## src/rtl/camera_capture_ctrl_if.sv

```systemverilog
// Camera port and marked pixel stream of camera_capture_ctrl.
// master drives the camera side and observes pixels; slave is the capture controller.
interface camera_capture_ctrl_if;
    logic       cam_vsync;
    logic       cam_href;
    logic [9:0] cam_data;
    logic       pix_valid;
    logic [9:0] pix_data;
    logic       pix_sof;
    logic       pix_eol;
    logic       pix_eof;

    modport master (
        output cam_vsync, cam_href, cam_data,
        input  pix_valid, pix_data, pix_sof, pix_eol, pix_eof
    );

    modport slave (
        input  cam_vsync, cam_href, cam_data,
        output pix_valid, pix_data, pix_sof, pix_eol, pix_eof
    );
endinterface

```

## src/rtl/camera_capture_ctrl.sv

```systemverilog
// Capture sequencer: arms on request, locks to the next frame boundary and gates one frame
// (or a continuous stream) of camera pixels with geometry checks. Watchdog: CAPTURE_TIMEOUT_EN.
module camera_capture_ctrl #(
    parameter int unsigned LINE_LEN     = 12,
    parameter int unsigned NUM_LINES    = 12,
    parameter int unsigned TIMEOUT_CLKS = 65535
) (
    input  logic                 clk,
    input  logic                 rst_n,
    camera_capture_ctrl_if.slave cam,
    input  logic                 start,
    input  logic                 continuous,
    input  logic                 abort,
    output logic                 busy,
    output logic                 frame_done,
    output logic [1:0]           err_code,
    output logic [15:0]          frame_count
);
    localparam int unsigned ColW  = $clog2(LINE_LEN + 1);
    localparam int unsigned LineW = $clog2(NUM_LINES + 1);
    localparam logic [ColW-1:0]  ColLast  = ColW'(LINE_LEN - 1);
    localparam logic [ColW-1:0]  ColFull  = ColW'(LINE_LEN);
    localparam logic [LineW-1:0] LineLast = LineW'(NUM_LINES - 1);
    localparam logic [1:0]       ErrLen   = 2'd1;
    localparam logic [1:0]       ErrCount = 2'd2;

    typedef enum logic [1:0] {StIdle, StArm, StSync, StActive} state_e;

    state_e           state_q, state_d;
    logic             cont_q, cont_d;
    logic             vsync_s, href_s, vsync_r, href_r;
    logic [9:0]       data_s;
    logic [ColW-1:0]  col_q, col_d;
    logic [LineW-1:0] line_q, line_d;
    logic             pix_valid_q, pix_valid_d;
    logic [9:0]       pix_data_q, pix_data_d;
    logic             sof_q, sof_d, eol_q, eol_d, eof_q, eof_d;
    logic             frame_done_q, frame_done_d;
    logic [1:0]       err_q, err_d;
    logic [15:0]      count_q, count_d;

    logic vsync_rise, vsync_fall, href_fall;
    logic pix_here, eol_here, eof_here, len_err;

    assign vsync_rise = vsync_s & ~vsync_r;
    assign vsync_fall = ~vsync_s & vsync_r;
    assign href_fall  = ~href_s & href_r;

    // col_q == ColFull marks a completed line still waiting for href to drop
    assign pix_here = href_s && (col_q != ColFull);
    assign eol_here = pix_here && (col_q == ColLast);
    assign eof_here = eol_here && (line_q == LineLast);
    assign len_err  = (href_s && (col_q == ColFull)) || (href_fall && (col_q != ColFull));

`ifdef CAPTURE_TIMEOUT_EN
    localparam logic [1:0]  ErrTimeout = 2'd3;
    localparam logic [15:0] WdLast     = 16'(TIMEOUT_CLKS - 1);
    logic [15:0] wd_q, wd_d;
    logic        cam_edge;
    assign cam_edge = (vsync_s ^ vsync_r) | (href_s ^ href_r);
`endif

    always_comb begin
        state_d      = state_q;
        cont_d       = cont_q;
        col_d        = col_q;
        line_d       = line_q;
        pix_valid_d  = 1'b0;
        pix_data_d   = pix_data_q;
        sof_d        = 1'b0;
        eol_d        = 1'b0;
        eof_d        = 1'b0;
        frame_done_d = 1'b0;
        err_d        = err_q;
        count_d      = count_q;

        unique case (state_q)
            StIdle: begin
                if (start && !abort) begin
                    state_d = StArm;
                    cont_d  = continuous;
                    err_d   = 2'd0;
                end
            end
            StArm: begin
                if (vsync_rise) state_d = StSync;
            end
            StSync: begin
                if (vsync_fall) begin
                    state_d = StActive;
                    col_d   = '0;
                    line_d  = '0;
                end
            end
            StActive: begin
                if (eof_q) begin
                    // eof pixel went out last cycle; close the frame now
                    frame_done_d = 1'b1;
                    count_d      = count_q + 16'd1;
                    if (!cont_q)        state_d = StIdle;
                    else if (vsync_rise) state_d = StSync;
                    else                 state_d = StArm;
                end else if (vsync_rise && !eof_here) begin
                    err_d   = ErrCount;
                    state_d = StIdle;
                end else if (len_err) begin
                    err_d   = ErrLen;
                    state_d = StIdle;
                end else if (pix_here) begin
                    pix_valid_d = 1'b1;
                    pix_data_d  = data_s;
                    sof_d       = (col_q == '0) && (line_q == '0);
                    eol_d       = eol_here;
                    eof_d       = eof_here;
                    col_d       = col_q + 1'b1;
                end else if (href_fall) begin
                    col_d  = '0;
                    line_d = line_q + 1'b1;
                end
            end
            default: state_d = StIdle;
        endcase

`ifdef CAPTURE_TIMEOUT_EN
        wd_d = wd_q + 16'd1;
        if (state_q == StIdle || state_d != state_q || cam_edge) begin
            wd_d = '0;
        end else if (wd_q == WdLast) begin
            wd_d         = '0;
            err_d        = ErrTimeout;
            state_d      = StIdle;
            pix_valid_d  = 1'b0;
            sof_d        = 1'b0;
            eol_d        = 1'b0;
            eof_d        = 1'b0;
        end
`endif

        if (abort) begin
            state_d      = StIdle;
            pix_valid_d  = 1'b0;
            pix_data_d   = pix_data_q;
            sof_d        = 1'b0;
            eol_d        = 1'b0;
            eof_d        = 1'b0;
            frame_done_d = 1'b0;
            err_d        = err_q;
            count_d      = count_q;
        end
    end

    always_ff @(posedge clk or negedge rst_n) begin
        if (!rst_n) begin
            state_q      <= StIdle;
            cont_q       <= 1'b0;
            vsync_s      <= 1'b0;
            href_s       <= 1'b0;
            data_s       <= '0;
            vsync_r      <= 1'b0;
            href_r       <= 1'b0;
            col_q        <= '0;
            line_q       <= '0;
            pix_valid_q  <= 1'b0;
            pix_data_q   <= '0;
            sof_q        <= 1'b0;
            eol_q        <= 1'b0;
            eof_q        <= 1'b0;
            frame_done_q <= 1'b0;
            err_q        <= '0;
            count_q      <= '0;
`ifdef CAPTURE_TIMEOUT_EN
            wd_q         <= '0;
`endif
        end else begin
            state_q      <= state_d;
            cont_q       <= cont_d;
            vsync_s      <= cam.cam_vsync;
            href_s       <= cam.cam_href;
            data_s       <= cam.cam_data;
            vsync_r      <= vsync_s;
            href_r       <= href_s;
            col_q        <= col_d;
            line_q       <= line_d;
            pix_valid_q  <= pix_valid_d;
            pix_data_q   <= pix_data_d;
            sof_q        <= sof_d;
            eol_q        <= eol_d;
            eof_q        <= eof_d;
            frame_done_q <= frame_done_d;
            err_q        <= err_d;
            count_q      <= count_d;
`ifdef CAPTURE_TIMEOUT_EN
            wd_q         <= wd_d;
`endif
        end
    end

    assign busy          = (state_q != StIdle);
    assign frame_done    = frame_done_q;
    assign err_code      = err_q;
    assign frame_count   = count_q;
    assign cam.pix_valid = pix_valid_q;
    assign cam.pix_data  = pix_data_q;
    assign cam.pix_sof   = sof_q;
    assign cam.pix_eol   = eol_q;
    assign cam.pix_eof   = eof_q;
endmodule

```

## src/flat_wrapper.sv

```systemverilog
// flat-port wrapper written by rule: the top's interface ports become plain ports
module camera_capture_ctrl_flat 
#(
    parameter int unsigned LINE_LEN     = 12,
    parameter int unsigned NUM_LINES    = 12,
    parameter int unsigned TIMEOUT_CLKS = 65535
)
  (clk, rst_n, start, continuous, abort, busy, frame_done, err_code, frame_count, cam_cam_vsync, cam_cam_href, cam_cam_data, cam_pix_valid, cam_pix_data, cam_pix_sof, cam_pix_eol, cam_pix_eof);
  camera_capture_ctrl_if cam_i ();
  input  logic clk;
  input  logic rst_n;
  input  logic start;
  input  logic continuous;
  input  logic abort;
  output logic busy;
  output logic frame_done;
  output logic [1:0] err_code;
  output logic [15:0] frame_count;
  input wire logic [$bits(cam_i.cam_vsync)-1:0] cam_cam_vsync;
  input wire logic [$bits(cam_i.cam_href)-1:0] cam_cam_href;
  input wire logic [$bits(cam_i.cam_data)-1:0] cam_cam_data;
  output wire logic [$bits(cam_i.pix_valid)-1:0] cam_pix_valid;
  output wire logic [$bits(cam_i.pix_data)-1:0] cam_pix_data;
  output wire logic [$bits(cam_i.pix_sof)-1:0] cam_pix_sof;
  output wire logic [$bits(cam_i.pix_eol)-1:0] cam_pix_eol;
  output wire logic [$bits(cam_i.pix_eof)-1:0] cam_pix_eof;
  assign cam_i.cam_vsync = cam_cam_vsync;
  assign cam_i.cam_href = cam_cam_href;
  assign cam_i.cam_data = cam_cam_data;
  assign cam_pix_valid = cam_i.pix_valid;
  assign cam_pix_data = cam_i.pix_data;
  assign cam_pix_sof = cam_i.pix_sof;
  assign cam_pix_eol = cam_i.pix_eol;
  assign cam_pix_eof = cam_i.pix_eof;
  camera_capture_ctrl #(.LINE_LEN(LINE_LEN), .NUM_LINES(NUM_LINES), .TIMEOUT_CLKS(TIMEOUT_CLKS)) u_core (.clk(clk), .rst_n(rst_n), .cam(cam_i), .start(start), .continuous(continuous), .abort(abort), .busy(busy), .frame_done(frame_done), .err_code(err_code), .frame_count(frame_count));
endmodule
```

## config.mk

```make
export PLATFORM = sky130hd
export DESIGN_NAME = camera_capture_ctrl_flat
export DESIGN_NICKNAME = d
export VERILOG_FILES = /design/src/rtl/camera_capture_ctrl_if.sv /design/src/rtl/camera_capture_ctrl.sv /design/src/flat_wrapper.sv
export SDC_FILE = /design/constraint.sdc
export NUM_CORES = 1
export LEC_CHECK = 0
export BUFFER_PORTS_ARGS = -buffer_cell sky130_fd_sc_hd__buf_2
export CAP_MARGIN = 10
export CORE_MARGIN = 4
export CORE_UTILIZATION = 48
export CTS_CLUSTER_SIZE = 14
export DETAILED_ROUTE_END_ITERATION = 6
export PLACE_DENSITY = 0.73
export SYNTH_ARGS = -nofsm -noshare
export SYNTH_HDL_FRONTEND = slang
export SYNTH_SLANG_ARGS = --single-unit
```

## constraint.sdc

```tcl
create_clock -name clk -period 2.85 [get_ports clk]
set_input_delay 0.285 -clock clk [delete_from_list [all_inputs] [get_ports clk]]
set_output_delay 0.285 -clock clk [all_outputs]
set_load 0.05 [all_outputs]
```

==> results.py <==
metrics = {
    "status": {
        "status": "complete, but fails checks",
        "violations": "hold timing",
    },
    "worst_setup_path": {
        "crit_family": "simple AND/OR/NAND/NOR gates",
        "cp_num_buf_inv": 1,
        "r2r_start": "u_core.state_q[1]$_DFFE_PN0P_",
        "r2r_slack_ns": 0.62,
        "slowest_stage": "or4_1",
        "crit_path_cell_trace": "ha_1 -> buf_4 -> and2b_1 -> a21oi_1 -> a221o_1 -> or4_1 -> o21ai_1",
        "cp.required_ns": 3.12,
        "critical_path_class": "register to register",
        "crit_path_end_kind": "register",
        "start_kind": "register",
        "cp_max_fo": 11,
        "slowest_delay_ns": 0.50,
        "cp-startpoint": "u_core.state_q[1]$_DFFE_PN0P_",
        "crit_arrival_ns": 2.51,
    },
    "synth": {
        "synth_nets": 242,
        "ys_seq_area_share_pct": 56.5,
        "ys_ff_latch": 58,
        "yosysUniqueCellTypes": 48,
        "syn_inst": 215,
        "synth_area_leaders": "dfrtp_1, ha_1, xnor2_1, mux2_1, mux2_2",
        "syn_area_per_cell_um2": 11.9,
        "syn_area_mm2": 0.00257,
        "ys_warn_count": 0,
        "synth_top_area_share_pct": 56.5,
        "yosys.area.top_type": "dfrtp_1",
    },
    "power": {
        "power_density_mw_per_mm2": 778,
        "vdd_ir_drop_max_v": 0.000384,
        "total_power_mw": 2.40,
        "p_leak_nw": 1.53,
    },
    "global_routing": {
        "grt_pass1_wl_um": 8450,
        "overflow": 0,
        "antenna_found_initial": 0,
        "grt_use_total_pct": 17.4,
        "grt_start_max_net_pins": 33,
        "grt_pass1_vias": 1815,
    },
    "timing": {
        "period_needed_ns": 2.23,
        "layout_setup_ws_ns": 0.619,
        "max_slew.worst_pin.slew_ns": 0.716,
        "skew_ns": 0.0103,
        "hold_viol": 4,
        "final.period_utilization_pct": 78.3,
        "setup-violations-final": 0,
        "max_freq_mhz": 448,
        "finalMaxSlewViolations": 0,
        "tns_ns": 0,
        "rsz0062_at_grt": "no",
        "slew_headroom_pct": 52.3,
        "whs_ns": -0.00816,
    },
    "drt": {
        "vias": 1834,
        "drc_errors": 0,
        "route.detailed.wl_per_inst_um": 14.0,
        "ant_nets": 0,
        "viasPerCell": 5.27,
        "firstDrtPassIters": 4,
        "dr.first_iter.drc_count": 119,
        "drt_wl_total_um": 4860,
    },
    "clocking": {
        "hold_buffers": 0,
        "cts_tree": "yes",
        "cts_max_path_buffers": 2,
        "cts_num_sinks": 58,
        "root_buffer": "clkbuf_8",
        "clkTransAtPathRegs_ns": 0.07,
        "clkLatencyLatePin_ns": 0.34,
        "cts_made_buffers": 9,
        "cts_setup_buffers": 0,
        "htree_levels": 3,
        "cts.repair.resized": 0,
    },
    "placed_design": {
        "gp_routability_congestion": 0.791,
        "dp_hpwl_um": 3460,
        "placed_cells": 332,
        "dp_slack_ns": 0.643,
        "portBuffers": 50,
    },
    "final_layout": {
        "n_antenna_cell": 0,
        "synthToLayoutAreaGrowth_pct": 19.9,
        "mostFrequentLayoutCell": "dfrtp_1",
        "drive_above_1_share_pct": 28.8,
        "fillCellCount": 441,
        "fin_nets": 300,
        "layout_common_cells": "dfrtp_1, buf_2, nand2_1",
        "multi_input_area_mm2": 0.00104,
        "final_core_util_pct": 59.9,
        "seq_area_mm2": 0.00145,
        "instances_no_fill": 348,
    },
    "floorplan": {
        "dieHeight_um": 81.1,
        "start_util_pct": 50.0,
        "io_pins": 51,
        "dieWidth_um": 81.1,
        "rows": 26,
        "core_area_mm2": 0.00514,
        "fp.dieArea_mm2": 0.00658,
    },
    "job": {
        "drv_cap": 0,
    },
    "hold_path": {
        "hold_path.class": "primary input to async pin",
    },
}
-- synthesized netlist by cell type (all sizes together) --
cell type,n
a2111oi,1
a211oi,2
a21o,1
a21oi,6
a221o,1
a22o,2
a31oi,2
and2,5
and2b,1
and3,2
and3b,3
and4,3
buf,3
clkbuf,3
dfrtp,58
ha,10
inv,10
mux2,13
nand2,13
nand2b,5
nand3,11
nand3b,3
nand4,7
nor2,8
nor2b,3
nor4,3
o211ai,2
o21ai,9
o21bai,1
o221ai,1
o22ai,1
o311ai,1
o31ai,1
or2b,2
or3,1
or4,2
xnor2,11
xor2,4
-- flip-flops by register name, indices dropped and copies added, names as in the netlist --
name and cells:
u_core.frame_count 16, u_core.cam.pix_valid 1, u_core.frame_done 1, u_core.state_q 2, u_core.vsync_s 1, u_core.href_s 1, u_core.cont_q 1, u_core.cam.pix_sof 1
u_core.cam.pix_eol 1, u_core.cam.pix_eof 1, u_core.cam.pix_data 10, u_core.line_q 4, u_core.vsync_r 1, u_core.col_q 4, u_core.data_s 10, u_core.href_r 1
u_core.err_code 2
-- cell type report --
cell class	count	area share, %
Tap cell	70	2.85
Timing Repair Buffer	53	8.86
Multi-Input combinational cell	141	33.9
Clock inverter	5	1.79
Clock buffer	11	4.27
Sequential cell	58	47.2
Inverter	10	1.22
-- worst reg2reg max path, delay by kind of cell (launching register included) --
family / cells / cell delay (ns)
AO/OA/AOI/OAI: 3 / 0.54
adder cells (fa/ha/maj): 1 / 0.30
buffers and inverters: 1 / 0.21
flip-flops: 1 / 0.43
AND/OR/NAND/NOR: 2 / 0.69
-- power breakdown --
| part | switching [mW] | leakage, nW | total [mW] | internal (mW) |
|---|---|---|---|---|
| Sequential | 0.0581 | 0.770 | 0.987 | 0.928 |
| Combinational | 0.496 | 0.674 | 0.692 | 0.196 |
| Clock | 0.317 | 0.0893 | 0.717 | 0.400 |
| Total | 0.871 | 1.53 | 2.40 | 1.52 |
-- final timing paths --
kind | to | cells after the start
min in group clk | u_core.data_s[9]$_DFF_PN0_ | 1
hold reg to reg | u_core.vsync_r$_DFF_PN0_ | 0
hold / removal | u_core.cam.pix_eol$_DFF_PN0_ | 1
setup / recovery | u_core.col_q[3]$_DFFE_PN0P_ | 7
setup reg to reg | u_core.col_q[3]$_DFFE_PN0P_ | 7
max in group asynchronous | u_core.data_s[2]$_DFF_PN0_ | 2
-- metrics by stage --
| stage | instance area, um2 | hold WS (ns) |
|---|---|---|
| 4_1_cts | 3080 | 0.00902 |
| 5_1_grt | 3080 | 0.0301 |
| 6_report | 3080 | -0.00816 |
| 3_3_place_gp | 2890 | 0.376 |
| 3_5_place_dp | 2890 | 0.387 |
| 2_1_floorplan | 2570 | -0.0106 |
-- per-layer routing --
metal  up-vias  track usage [%]  part of all wire, %
met3        13             4.43                  4.9
met5         -                0                    0
met1       902             22.0                   46
met2        42             25.9                   46
li1        877                -                    -
met4         0             12.3                  3.0
-- logic make-up (layout without fill, tap and decap cells) --
kind of cell / after synthesis / count (layout) / synth area share, %
buffers and inverters: 16 / 79 / 2.88
multiplexers: 13 / 13 / 5.70
flip-flops: 58 / 58 / 56.5
AND/OR/NAND/NOR: 72 / 72 / 16.2
XOR/XNOR: 15 / 15 / 5.12
adder cells (fa/ha/maj): 10 / 10 / 4.87
AO/OA/AOI/OAI: 31 / 31 / 8.68
No activity file was read; power rests on OpenSTA's default activity.
